`src/rtl/synth_pkg.sv`:
```
// Shared types and defaults for the synth voice path.
package synth_pkg;

    typedef enum logic [1:0] {
        WAVE_SQUARE = 2'd0,
        WAVE_SAW    = 2'd1,
        WAVE_TRI    = 2'd2,
        WAVE_OFF    = 2'd3
    } wave_t;

    typedef enum logic [1:0] {
        IDLE    = 2'd0,
        CALC    = 2'd1,
        PRESENT = 2'd2
    } osc_state_t;

    // Also used by the codec interface, so keep them in one place.
    localparam int unsigned DEFAULT_SAMPLE_W = 24;
    localparam int unsigned DEFAULT_TICK_BIT = 9;

endpackage

```
`src/rtl/tick_edge_detect.sv`:
```
// Rising-edge detector on one bit of the clock-divider bus.
module tick_edge_detect #(
    parameter int unsigned BUS_W = 32,
    parameter int unsigned BIT   = 9
) (
    input  logic             clock,
    input  logic             reset,
    input  logic [BUS_W-1:0] bus,
    output logic             tick
);

    logic prev_q;

    // Only bus[BIT] matters; the rest of the bus is carried for a uniform hookup.
    logic unused_bits;
    assign unused_bits = ^bus;

    // History register; cleared so a bit already high after reset ticks once.
    always_ff @(posedge clock or posedge reset) begin
        if (reset) begin
            prev_q <= 1'b0;
        end else begin
            prev_q <= bus[BIT];
        end
    end

    assign tick = bus[BIT] & ~prev_q;

endmodule

```
`src/rtl/tone_osc.sv`:
```
// Phase-accumulator tone oscillator with a valid/ready sample output.
module tone_osc
    import synth_pkg::*;
#(
    parameter int unsigned ACC_W    = 32,
    parameter int unsigned SAMPLE_W = DEFAULT_SAMPLE_W,
    parameter int unsigned TICK_BIT = DEFAULT_TICK_BIT
) (
    input  logic                       clock,
    input  logic                       reset,
    input  logic [31:0]                divided_clocks,
    input  logic [ACC_W-1:0]           tune_word,
    input  logic [1:0]                 wave_sel,
    input  logic                       gate,
    output logic signed [SAMPLE_W-1:0] sample_out,
    output logic                       sample_valid,
    input  logic                       sample_ready,
    output logic [7:0]                 overrun_count,
    output logic                       sample_tick
);

    logic                tick;
    logic [ACC_W-1:0]    acc_q;
    wave_t               wave_q;
    logic                gate_q;
    osc_state_t          state_q, state_d;
    logic [SAMPLE_W-1:0] wave_val;
    logic                xfer;

    tick_edge_detect #(
        .BUS_W (32),
        .BIT   (TICK_BIT)
    ) u_tick (
        .clock (clock),
        .reset (reset),
        .bus   (divided_clocks),
        .tick  (tick)
    );

    assign xfer = sample_valid & sample_ready;

    // Phase advance and per-tick capture of the voice controls.
    always_ff @(posedge clock or posedge reset) begin
        if (reset) begin
            acc_q       <= '0;
            wave_q      <= WAVE_SQUARE;
            gate_q      <= 1'b0;
            sample_tick <= 1'b0;
        end else begin
            sample_tick <= tick;
            if (tick) begin
                acc_q  <= gate ? acc_q + tune_word : '0;
                wave_q <= wave_t'(wave_sel);
                gate_q <= gate;
            end
        end
    end

    // Waveform shaping from the accumulator top bits.
    always_comb begin
        logic [SAMPLE_W-1:0] p;
        logic [SAMPLE_W-2:0] t;
        p        = acc_q[ACC_W-1 -: SAMPLE_W];
        t        = p[SAMPLE_W-1] ? ~p[SAMPLE_W-2:0] : p[SAMPLE_W-2:0];
        wave_val = '0;
        if (gate_q) begin
            unique case (wave_q)
                // Symmetric square: the most negative code is never produced.
                WAVE_SQUARE: wave_val = p[SAMPLE_W-1]
                    ? {1'b1, {(SAMPLE_W-2){1'b0}}, 1'b1}
                    : {1'b0, {(SAMPLE_W-1){1'b1}}};
                WAVE_SAW:    wave_val = {~p[SAMPLE_W-1], p[SAMPLE_W-2:0]};
                WAVE_TRI:    wave_val = {~t[SAMPLE_W-2], t[SAMPLE_W-3:0], 1'b0};
                WAVE_OFF:    wave_val = '0;
                default:     wave_val = '0;
            endcase
        end
    end

    // Next state: a tick always restarts the calculation, even mid-presentation.
    always_comb begin
        state_d = state_q;
        if (tick) begin
            state_d = CALC;
        end else begin
            unique case (state_q)
                IDLE:    state_d = IDLE;
                CALC:    state_d = PRESENT;
                PRESENT: if (xfer) state_d = IDLE;
                default: state_d = IDLE;
            endcase
        end
    end

    // State, output sample, handshake flag and overrun counter.
    always_ff @(posedge clock or posedge reset) begin
        if (reset) begin
            state_q       <= IDLE;
            sample_out    <= '0;
            sample_valid  <= 1'b0;
            overrun_count <= '0;
        end else begin
            state_q <= state_d;
            if (state_q == CALC) begin
                sample_out   <= wave_val;
                sample_valid <= 1'b1;
            end else if (xfer) begin
                sample_valid <= 1'b0;
            end
            // A pending sample that is not leaving this cycle will be overwritten.
            if (tick && sample_valid && !sample_ready && overrun_count != 8'hFF) begin
                overrun_count <= overrun_count + 8'd1;
            end
        end
    end

endmodule

```
`config.mk`:
```
export PLATFORM = sky130hd
export DESIGN_NAME = tone_osc
export DESIGN_NICKNAME = d
export VERILOG_FILES = /design/src/rtl/synth_pkg.sv /design/src/rtl/tick_edge_detect.sv /design/src/rtl/tone_osc.sv
export SDC_FILE = /design/constraint.sdc
export NUM_CORES = 1
export LEC_CHECK = 0
export CAP_MARGIN = 15
export CORE_UTILIZATION = 40
export DETAILED_ROUTE_END_ITERATION = 8
export HOLD_SLACK_MARGIN = 0.02
export PLACE_DENSITY = 0.66
export REMOVE_ABC_BUFFERS = 1
export SYNTH_ARGS = -nofsm -noshare
export SYNTH_HDL_FRONTEND = slang
export SYNTH_HIERARCHICAL = 1
export SYNTH_SLANG_ARGS = --single-unit
```
`constraint.sdc`:
```
create_clock -name clock -period 4.4 [get_ports clock]
set_input_delay 0.88 -clock clock [delete_from_list [all_inputs] [get_ports clock]]
set_output_delay 0.88 -clock clock [all_outputs]
set_load 0.05 [all_outputs]
```
==> results of run 1 <==
cells in the final DEF (no fill, tap or decap), drive strengths merged, types with 3 or more instances in the layout:
| cell | instances |
|---|---|
| clkbuf | 9 |
| a221oi | 3 |
| a21o | 15 |
| nand3 | 9 |
| a32o | 22 |
| o21a | 3 |
| a21oi | 24 |
| clkdlybuf4s50 | 72 |
| nor3 | 4 |
| xnor2 | 43 |
| nand4 | 7 |
| o22ai | 27 |
| or2 | 3 |
| a211oi | 4 |
| nand2b | 3 |
| inv | 44 |
| o211ai | 3 |
| nor2b | 5 |
| o31ai | 3 |
| a31oi | 7 |
| mux2 | 4 |
| ha | 32 |
| o21ai | 45 |
| dfrtp | 72 |
| buf | 7 |
| nor2 | 11 |
| xor2 | 14 |
| nand2 | 46 |
| and3 | 6 |
cell families after synthesis:
family                     Yosys count  share of synthesized area
and+or+nand+nor                    101                     0.1031
xor gates and xnor gates            57                     0.1052
DFF                                 72                     0.3798
AOI/OAI and AO/OA                  172                     0.2551
muxes                                4                   0.009496
adders and majority gates           33                    0.08863
buffers and inverters               74                    0.05856
power by group through the flow:
stage / clock network [µW] / logic, µW / registers (µW)
6_report: 750 / 1910 / 998
3_3_place_gp: 0 / 1870 / 1000
4_1_cts: 774 / 1910 / 999
2_1_floorplan: 0 / 1190 / 1260
5_1_grt: 794 / 2100 / 1030
3_5_place_dp: 0 / 1900 / 1010
stage by stage:
step                worst slack, ns  instance area, µm²  hold WS [ns]
detailed placement           0.7501                5584        0.4746
global placement             0.7829                5584        0.4685
finish                        1.079                5887        0.4918
CTS                           1.097                5887        0.4960
global route                 0.8908                5887        0.5119
floorplan                     1.418                4619        0.5017
layer usage:
layer  GRT usage  routed length [µm]
met1      0.2515                5375
met2      0.3193                5328
met3     0.04319                 501
met4     0.08000                 207
met5           0                   0
layout make-up:
type,instances,share of cell area
clock inverter,7,0.01318
clock buffer,9,0.03826
sequential,72,0.3061
timing repair buffer,79,0.1313
tap,143,0.03039
multi-input combinational,367,0.4546
inverter,41,0.02614
sequential cells by signal, summed over array words and instances (netlist names):
register	cells
acc_q	32
sample_out	24
state_q	2
sample_tick	1
overrun_count	8
wave_q	2
u_tick/prev_q	1
gate_q	1
sample_valid	1
worst max-delay path by stage:
stage	from	to	slack [ns]	cells past startpoint
2_1_floorplan	tune_word[0]	acc_q[18]	1.42	11
3_5_place_dp	tune_word[0]	acc_q[18]	0.75	13
6_report	tune_word[0]	acc_q[18]	1.08	13
5_1_grt	tune_word[1]	acc_q[29]	0.89	10
3_3_place_gp	tune_word[0]	acc_q[18]	0.78	13
4_1_cts	tune_word[0]	acc_q[18]	1.10	13
==> qor.yml, run 1 <==
run_status:
  status: "finished, final reports clean"
floorplanning:
  io_pins: 104
  dieArea_um2: 12300
  rows: 39
  die_w_um: 110.9
  die_height_um: 110.9
  core_um2: 11470
  start_util: 0.4136
clocking:
  cts_sinks: 72
  clk_latency_ns: 0.35
  cts_hold_buf: 0
  cts_buffers: 9
  cts_tree: "yes"
  cts_max_path_buffers: 2
  post_cts.repair.setup_buffers: 0
  cts_resized: 0
  h-tree-depth: 3
  cts_root_buf: "clkbuf_16"
  clkSlewWorstSetupHoldPaths_ns: 0.06
power_and_ir_drop:
  seq_power_share: 0.273
  pwr_density_cell_nw_per_um2: 621.5
  p_int_uw: 2106
  p_comb_frac: 0.522
  p_clk_frac: 0.205
  vdd_drop_max_v: 0.0002832
  switching_power_uw: 1552
  power.total_uw: 3659
  leakage_uw: 0.002567
  p_sw_frac: 0.4243
synth:
  yosysSeqAreaShare: 0.3798
  ys_seq_elements: 72
  syn-instance-count: 513
  synth-main-ff-cell: "dfrtp_1"
  synth_area_leaders: "dfrtp_1, ha_1, xnor2_1"
  async_flop_share: 1.000
  synth_area_per_cell_um2: 9.246
  synth_largest_area_cell: "dfrtp_1"
  synth_common_cells: "dfrtp_1, nand2_1, o21ai_0, xnor2_1, inv_1"
  synth_edf_count: 0
  ys_types: 56
  synth_top_area_frac: 0.3798
  yosysWarnings: 6
  synth_most_common_cell: "dfrtp_1"
  synth_area_um2: 4743
critical_path:
  critPathBufInv: 3
  rrSetupSlack_ns: 1.71
  cp_max_fo: 4
  cp_common_cell: "o21ai_0"
  crit-reg2reg-launch: "acc_q[5]"
  end_kind: "flip-flop"
  r2r_cells: 9
  r2r-end: "acc_q[29]"
  cp.arrival_ns: 3.54
  path_class: "primary input to flip-flop"
  slowest_stage: "clkdlybuf4s50_1"
  cp.required_ns: 4.61
  cp_top_family: "compound AO/OA/AOI/OAI gates"
  cp_cell_sequence: "clkdlybuf4s50_1, ha_1, inv_1, fa_1, nor2b_1, o31ai_1, o21ba_2, o21ai_0, buf_4, a31oi_1, o21ai_0, xnor2_1, o22ai_1"
  start_kind: "primary input"
  slowest_delay_ns: 0.46
timing:
  rsz0062_at_grt: "no"
  fmax_mhz: 301.1
  finalHoldViolCount: 0
  fin_crit_sh: 0.7548
  maxSlewHeadroom: 0.2744
  slew_viol_final: 0
  fin_worst_skew_ns: 0.009036
  worst_pin_slew_ns: 1.085
  fin_setup_tns_ns: 0
  setup_viol: 0
  finalWorstPathRequiredPeriod_ns: 3.321
placed_design:
  io_buffer_count: 72
  globalplace.congestion: 0.8636
  dp_cells: 702
  dp_hpwl_um: 8024
finish:
  syn_to_final_growth_pct: 24.11
  drive_gt1_frac: 0.07130
  multi_input_area_um2: 2676
  seqCellArea_um2: 1802
  fin_cells: 718
  num-fill-cells: 1079
  diodes: 0
  final_util: 0.5134
  finalNetCount: 673
global_routing:
  antenna_found_initial: 0
  grt_pass1_wl_um: 19400
  grt_max_degree: 54
  grt.total_usage: 0.1959
  first_global_vias: 3981
  overflow: 0
route:
  drt-total-wl_um: 11410
  drc_errors: 0
  detail-route-antenna-nets: 0
  vias: 3956
  wl_per_cell_um: 15.90
  firstDrtPassIters: 4
  drt_iter0_markers: 218
  vias_per_cell: 5.510
min_path:
  hold_path.class: "flip-flop to flip-flop"
  worstHoldStart: "sample_out[11]"
  whs_endpoint: "sample_out[11]"
  min_path_cells: 1
job:
  max-cap-violations: 0
Note: power is estimated with default switching activity, not from simulation.
==> run 2, diff against run 1 <==
clock period = 3.3 ns   (was 4.4 ns; I/O delays follow)
==> qor.yml, run 2 (synthesized netlist as in run 1, its figures left out) <==
power_and_ir_drop:
  pwr_density_cell_nw_per_um2: 833.8  # +34%
  vdd_drop_max_v: 0.0004248  # +50%
  leakage_uw: 0.002680  # +4.4%
  power.total_uw: 5059  # +38%
floorplanning:
  dieArea_um2: 12300  # unchanged
  io_pins: 104  # unchanged
  core_um2: 11470  # unchanged
  rows: 39  # unchanged
  die_height_um: 110.9  # unchanged
  start_util: 0.4136  # unchanged
  die_w_um: 110.9  # unchanged
timing:
  fmax_mhz: 331.6
  setup_viol: 0  # unchanged
  maxSlewHeadroom: 0.4986  # +0.2242
  slew_viol_final: 0  # unchanged
  worst_pin_slew_ns: 0.7508  # -0.3341 ns
  rsz0062_at_grt: "no"
  fin_worst_skew_ns: 0.006524  # -0.002512 ns
  finalHoldViolCount: 0  # unchanged
  fin_crit_sh: 0.9138
  finalWorstPathRequiredPeriod_ns: 3.016
  setup_ws_ns: 0.2845  # -0.7945 ns
critical_path:
  cp.required_ns: 3.51  # -1.10 ns
  cp.arrival_ns: 3.22  # -0.32 ns
  start_kind: "primary input"
  path_class: "primary input to flip-flop"
  critPathBufInv: 3  # unchanged
  cp_max_fo: 4  # unchanged
  startpoint: "tune_word[0]"
  cp_cell_sequence: "clkdlybuf4s50_1, ha_1, inv_1, fa_1, nor2b_1, o31ai_1, o21ba_2, o21ai_0, buf_4, a31oi_1, o21ai_0, xnor2_1, o22ai_1"
  cp_common_cell: "o21ai_0"
  crit-reg2reg-launch: "acc_q[9]"
  slowest_stage: "clkdlybuf4s50_1"
  end_kind: "flip-flop"
  slowest_delay_ns: 0.46  # about the same
  cp_top_family: "compound AO/OA/AOI/OAI gates"
finish:
  regMostFlops: "acc_q"
  syn_to_final_growth_pct: 27.91
  diodes: 0  # unchanged
  multi_input_area_um2: 2669  # -0.28%
  finalNetCount: 694  # +3.1%
  seqCellArea_um2: 1802  # unchanged
  drive_gt1_frac: 0.1023  # +0.03104
  layout_common_cells: "dfrtp_1, clkdlybuf4s50_1, nand2_1, o21ai_0, xnor2_1"
  reg.largest.list: "acc_q: 32 flops, sample_out: 24 flops, overrun_count: 8 flops"
  num-fill-cells: 1052  # -2.5%
  largest_reg_flops: 32  # unchanged
  final_util: 0.5291  # +0.01571
min_path:
  hold_path.class: "flip-flop to flip-flop"
  worstHoldStart: "sample_out[7]"
route:
  firstDrtPassIters: 4  # unchanged
  detail-route-antenna-nets: 0  # unchanged
  drt_iter0_markers: 220  # +0.92%
  drt-total-wl_um: 11630  # +1.9%
  vias: 4076  # +3.0%
  wl_per_cell_um: 15.73  # -1.0%
  drc_errors: 0  # unchanged
  vias_per_cell: 5.516  # +0.11%
placed_design:
  dp_hpwl_um: 8172  # +1.8%
  io_buffer_count: 72  # unchanged
  globalplace.congestion: 0.8684  # +0.56%
  pre_cts_slack_ns: -0.03947  # -0.7895 ns
clocking:
  cts_buffers: 9  # unchanged
  clk_latency_ns: 0.34  # about the same
  cts_max_path_buffers: 2  # unchanged
  clkSlewWorstSetupHoldPaths_ns: 0.06  # about the same
  cts_hold_buf: 0  # unchanged
  h-tree-depth: 3  # unchanged
  post_cts.repair.setup_buffers: 0  # unchanged
  cts_sinks: 72  # unchanged
  cts_root_buf: "clkbuf_16"
  cts_tree: "yes"
  cts_resized: 0  # unchanged
job:
  max-cap-violations: 0  # unchanged
run_status:
  status: "finished, final reports clean"
global_routing:
  grt.total_usage: 0.1985  # +0.002525
  grt_pass1_wl_um: 19670  # +1.4%
  grt_max_degree: 49  # -9.3%
  first_global_vias: 4088  # +2.7%
  antenna_found_initial: 0  # unchanged
  overflow: 0  # unchanged
run 2: cell type report:
type	count	area share
Clock buffer	12	0.04228
Clock inverter	4	0.01258
Inverter	41	0.02537
Multi-Input combinational cell	367	0.4399
Sequential cell	72	0.2970
Tap cell	143	0.02949
Timing Repair Buffer	100	0.1534
run 2: final timing paths:
path,to,slack [ns],depth (start not counted)
min,sample_out[7],0.49,1
max,acc_q[18],0.28,13
min reg2reg,sample_out[7],0.49,1
max reg2reg,acc_q[25],0.70,10
min in group asynchronous,u_tick/prev_q,0.50,2
max in group asynchronous,acc_q[3],1.86,3
run 2: stage by stage:
step                      setup TNS (ns)  instances  hold slack (ns)  instance area [µm²]
final                                  0        739           0.4902                 6067
after floorplan                        0        480           0.3887                 4619
after global placement          -0.05021        723           0.4681                 5734
after detailed placement        -0.06400        723           0.4794                 5734
after global routing                   0        739           0.4983                 6067
after CTS                              0        739           0.4935                 6067
run 2: layer usage:
metal,vias to the layer above,GRT usage,part of all wire
met2,81,0.3197,0.47
met3,11,0.06014,0.056
met1,1974,0.2560,0.46
met5,-,0,0
li1,2010,-,-
met4,0,0.05956,0.017
run 2: power breakdown:
part	switching, µW	internal (µW)
sequential	194	1120
clock	375	704
combinational	1490	1180
run 2: worst reg2reg max path: stages, from the launching register on:
cell and delay (ns):
dfrtp_1 0.40, ha_1 0.37, and2_1 0.19, o2111a_1 0.25, a221oi_4 0.08, buf_4 0.18
o31ai_2 0.35, a21oi_1 0.17, o31ai_2 0.25, xnor2_1 0.14, o22ai_1 0.08
==> run 3, diff against run 2 <==
PLACE_DENSITY = 0.75   (was 0.66)
==> qor.yml, run 3 (synthesized netlist as in run 1, its figures left out) <==
clocking:
  cts_resized: 0  # unchanged
  cts_max_path_buffers: 2  # unchanged
  cts_hold_buf: 0  # unchanged
  clk_latency_ns: 0.34  # about the same
  cts_root_buf: "clkbuf_16"
  h-tree-depth: 3  # unchanged
  post_cts.repair.setup_buffers: 0  # unchanged
  cts_sinks: 72  # unchanged
  cts_tree: "yes"
  clkSlewWorstSetupHoldPaths_ns: 0.06  # about the same
  cts_buffers: 9  # unchanged
floorplanning:
  io_pins: 104  # unchanged
  die_w_um: 110.9  # unchanged
  start_util: 0.4136  # unchanged
  dieArea_um2: 12300  # unchanged
  die_height_um: 110.9  # unchanged
  rows: 39  # unchanged
  core_um2: 11470  # unchanged
route:
  detail-route-antenna-nets: 0  # unchanged
  wl_per_cell_um: 16.16  # +2.7%
  vias_per_cell: 5.689  # +3.1%
  firstDrtPassIters: 5  # +1
  drt-total-wl_um: 11910  # +2.5%
  drt_iter0_markers: 243  # +10%
  vias: 4193  # +2.9%
  drc_errors: 0  # unchanged
timing:
  slew_viol_final: 0  # unchanged
  finalWorstPathRequiredPeriod_ns: 3.126  # +0.1105 ns
  fin_crit_sh: 0.9473  # +0.03348
  finalHoldViolCount: 0  # unchanged
  rsz0062_at_grt: "no"
  setup_viol: 0  # unchanged
  fmax_mhz: 319.9  # -3.5%
  setup_ws_ns: 0.1740  # -0.1105 ns
  maxSlewHeadroom: 0.3236  # -0.1750
  worst_pin_slew_ns: 1.015  # +0.2638 ns
  fin_worst_skew_ns: 0.009021  # +0.002496 ns
finish:
  finalNetCount: 692  # -0.29%
  syn_to_final_growth_pct: 28.12
  drive_gt1_frac: 0.1010  # -0.001339
  num-fill-cells: 1033  # -1.8%
  largest_reg_flops: 32  # unchanged
  regMostFlops: "acc_q"
  diodes: 0  # unchanged
  final_util: 0.5300  # +0.0008730
  reg.largest.list: "acc_q: 32 flops, sample_out: 24 flops, overrun_count: 8 flops"
  layout_common_cells: "dfrtp_1, clkdlybuf4s50_1, nand2_1, xnor2_1, o21ai_0"
global_routing:
  first_global_vias: 4246  # +3.9%
  overflow: 0  # unchanged
  grt.total_usage: 0.2021  # +0.003662
  grt_most_used_layer: "met2"
  grt_use_met2: 0.3420  # +0.02236
  use_met1: 0.2542  # -0.001751
  globalRouteMet3Util: 0.04319  # -0.01695
  grt_pass1_wl_um: 20270  # +3.1%
  grt_max_degree: 72  # +47%
  antenna_found_initial: 0  # unchanged
power_and_ir_drop:
  leakage_uw: 0.002683  # about the same
  vdd_drop_max_v: 0.0003578  # -16%
  pwr_density_cell_nw_per_um2: 845.8  # +1.4%
critical_path:
  path_class: "primary input to flip-flop"
  cp_max_fo: 4  # unchanged
  cp.required_ns: 3.49  # -0.02 ns
  critPathBufInv: 3  # unchanged
  slowest_delay_ns: 0.46  # about the same
  slowest_stage: "clkdlybuf4s50_1"
  cp_top_family: "compound AO/OA/AOI/OAI gates"
  r2r-end: "acc_q[16]"
  start_kind: "primary input"
  cp.arrival_ns: 3.32  # +0.10 ns
  r2r_cells: 12  # +2
  cp_cell_sequence: "clkdlybuf4s50_1, ha_1, inv_1, fa_1, nor2b_1, o31ai_1, o21ba_2, o21ai_0, buf_4, a31oi_1, a21oi_1, xnor2_1, o22ai_1"
  end_kind: "flip-flop"
  crit-reg2reg-launch: "acc_q[0]"
  rrSetupSlack_ns: 0.61  # -0.09 ns
min_path:
  min_path_cells: 1  # unchanged
  worstHoldStart: "overrun_count[6]"
  whs_endpoint: "overrun_count[6]"
  hold_path.class: "flip-flop to flip-flop"
job:
  max-cap-violations: 0  # unchanged
placed_design:
  pre_cts_slack_ns: -0.08878  # -0.04931 ns
  io_buffer_count: 72  # unchanged
  globalplace.congestion: 0.9053  # +4.2%
  dp_hpwl_um: 8234  # +0.76%
run_status:
  status: "finished, final reports clean"
==> run 3: cell types whose count changed in the layout (fill, tap and decap cells not counted), sizes merged <==
cell,change
buf,-2
clkinv,+2
bufinv,+1
clkbuf,-3
==> run 3: where the power goes <==
part | switching [µW] | internal, µW
registers | 267 | 1120
clock network | 387 | 739
logic | 1440 | 1190
total | 2090 | 3050
==> run 3: how the worst max path moves through the flow <==
stage / end / depth (start not counted) / startpoint
after CTS: acc_q[18] / 13 / tune_word[0]
after floorplan: acc_q[18] / 11 / tune_word[0]
final: acc_q[16] / 13 / tune_word[0]
after global routing: acc_q[20] / 13 / tune_word[0]
after global placement: acc_q[18] / 13 / tune_word[0]
after detailed placement: acc_q[18] / 13 / tune_word[0]
==> run 3: metrics by stage <==
stage,hold slack (ns),total power [µW],cells,setup TNS (ns),instance area [µm²]
floorplan,0.3887,3256,480,0,4619
global placement,0.4708,3913,721,-0.1384,5732
detailed placement,0.4811,3991,721,-0.3423,5732
CTS,0.4926,5157,737,0,6077
global route,0.5164,5493,737,0,6077
finish,0.4847,5140,737,0,6077
==> run 3: metal layers <==
metal | part of all wire | wire length [µm]
met1 | 0.44 | 5225
met2 | 0.49 | 5813
met3 | 0.055 | 658
met4 | 0.018 | 214
met5 | 0 | 0
==> run 3: final cells by class <==
cell class | instances | area [µm²] | share of cell area
clock buffers | 9 | 225.2 | 0.03706
clock inverters | 7 | 120.1 | 0.01977
inverters | 41 | 153.9 | 0.02532
multi-input cells | 367 | 2669 | 0.4392
flip-flops and latches | 72 | 1802 | 0.2965
well taps | 143 | 178.9 | 0.02944
repair buffers | 98 | 928.4 | 0.1528
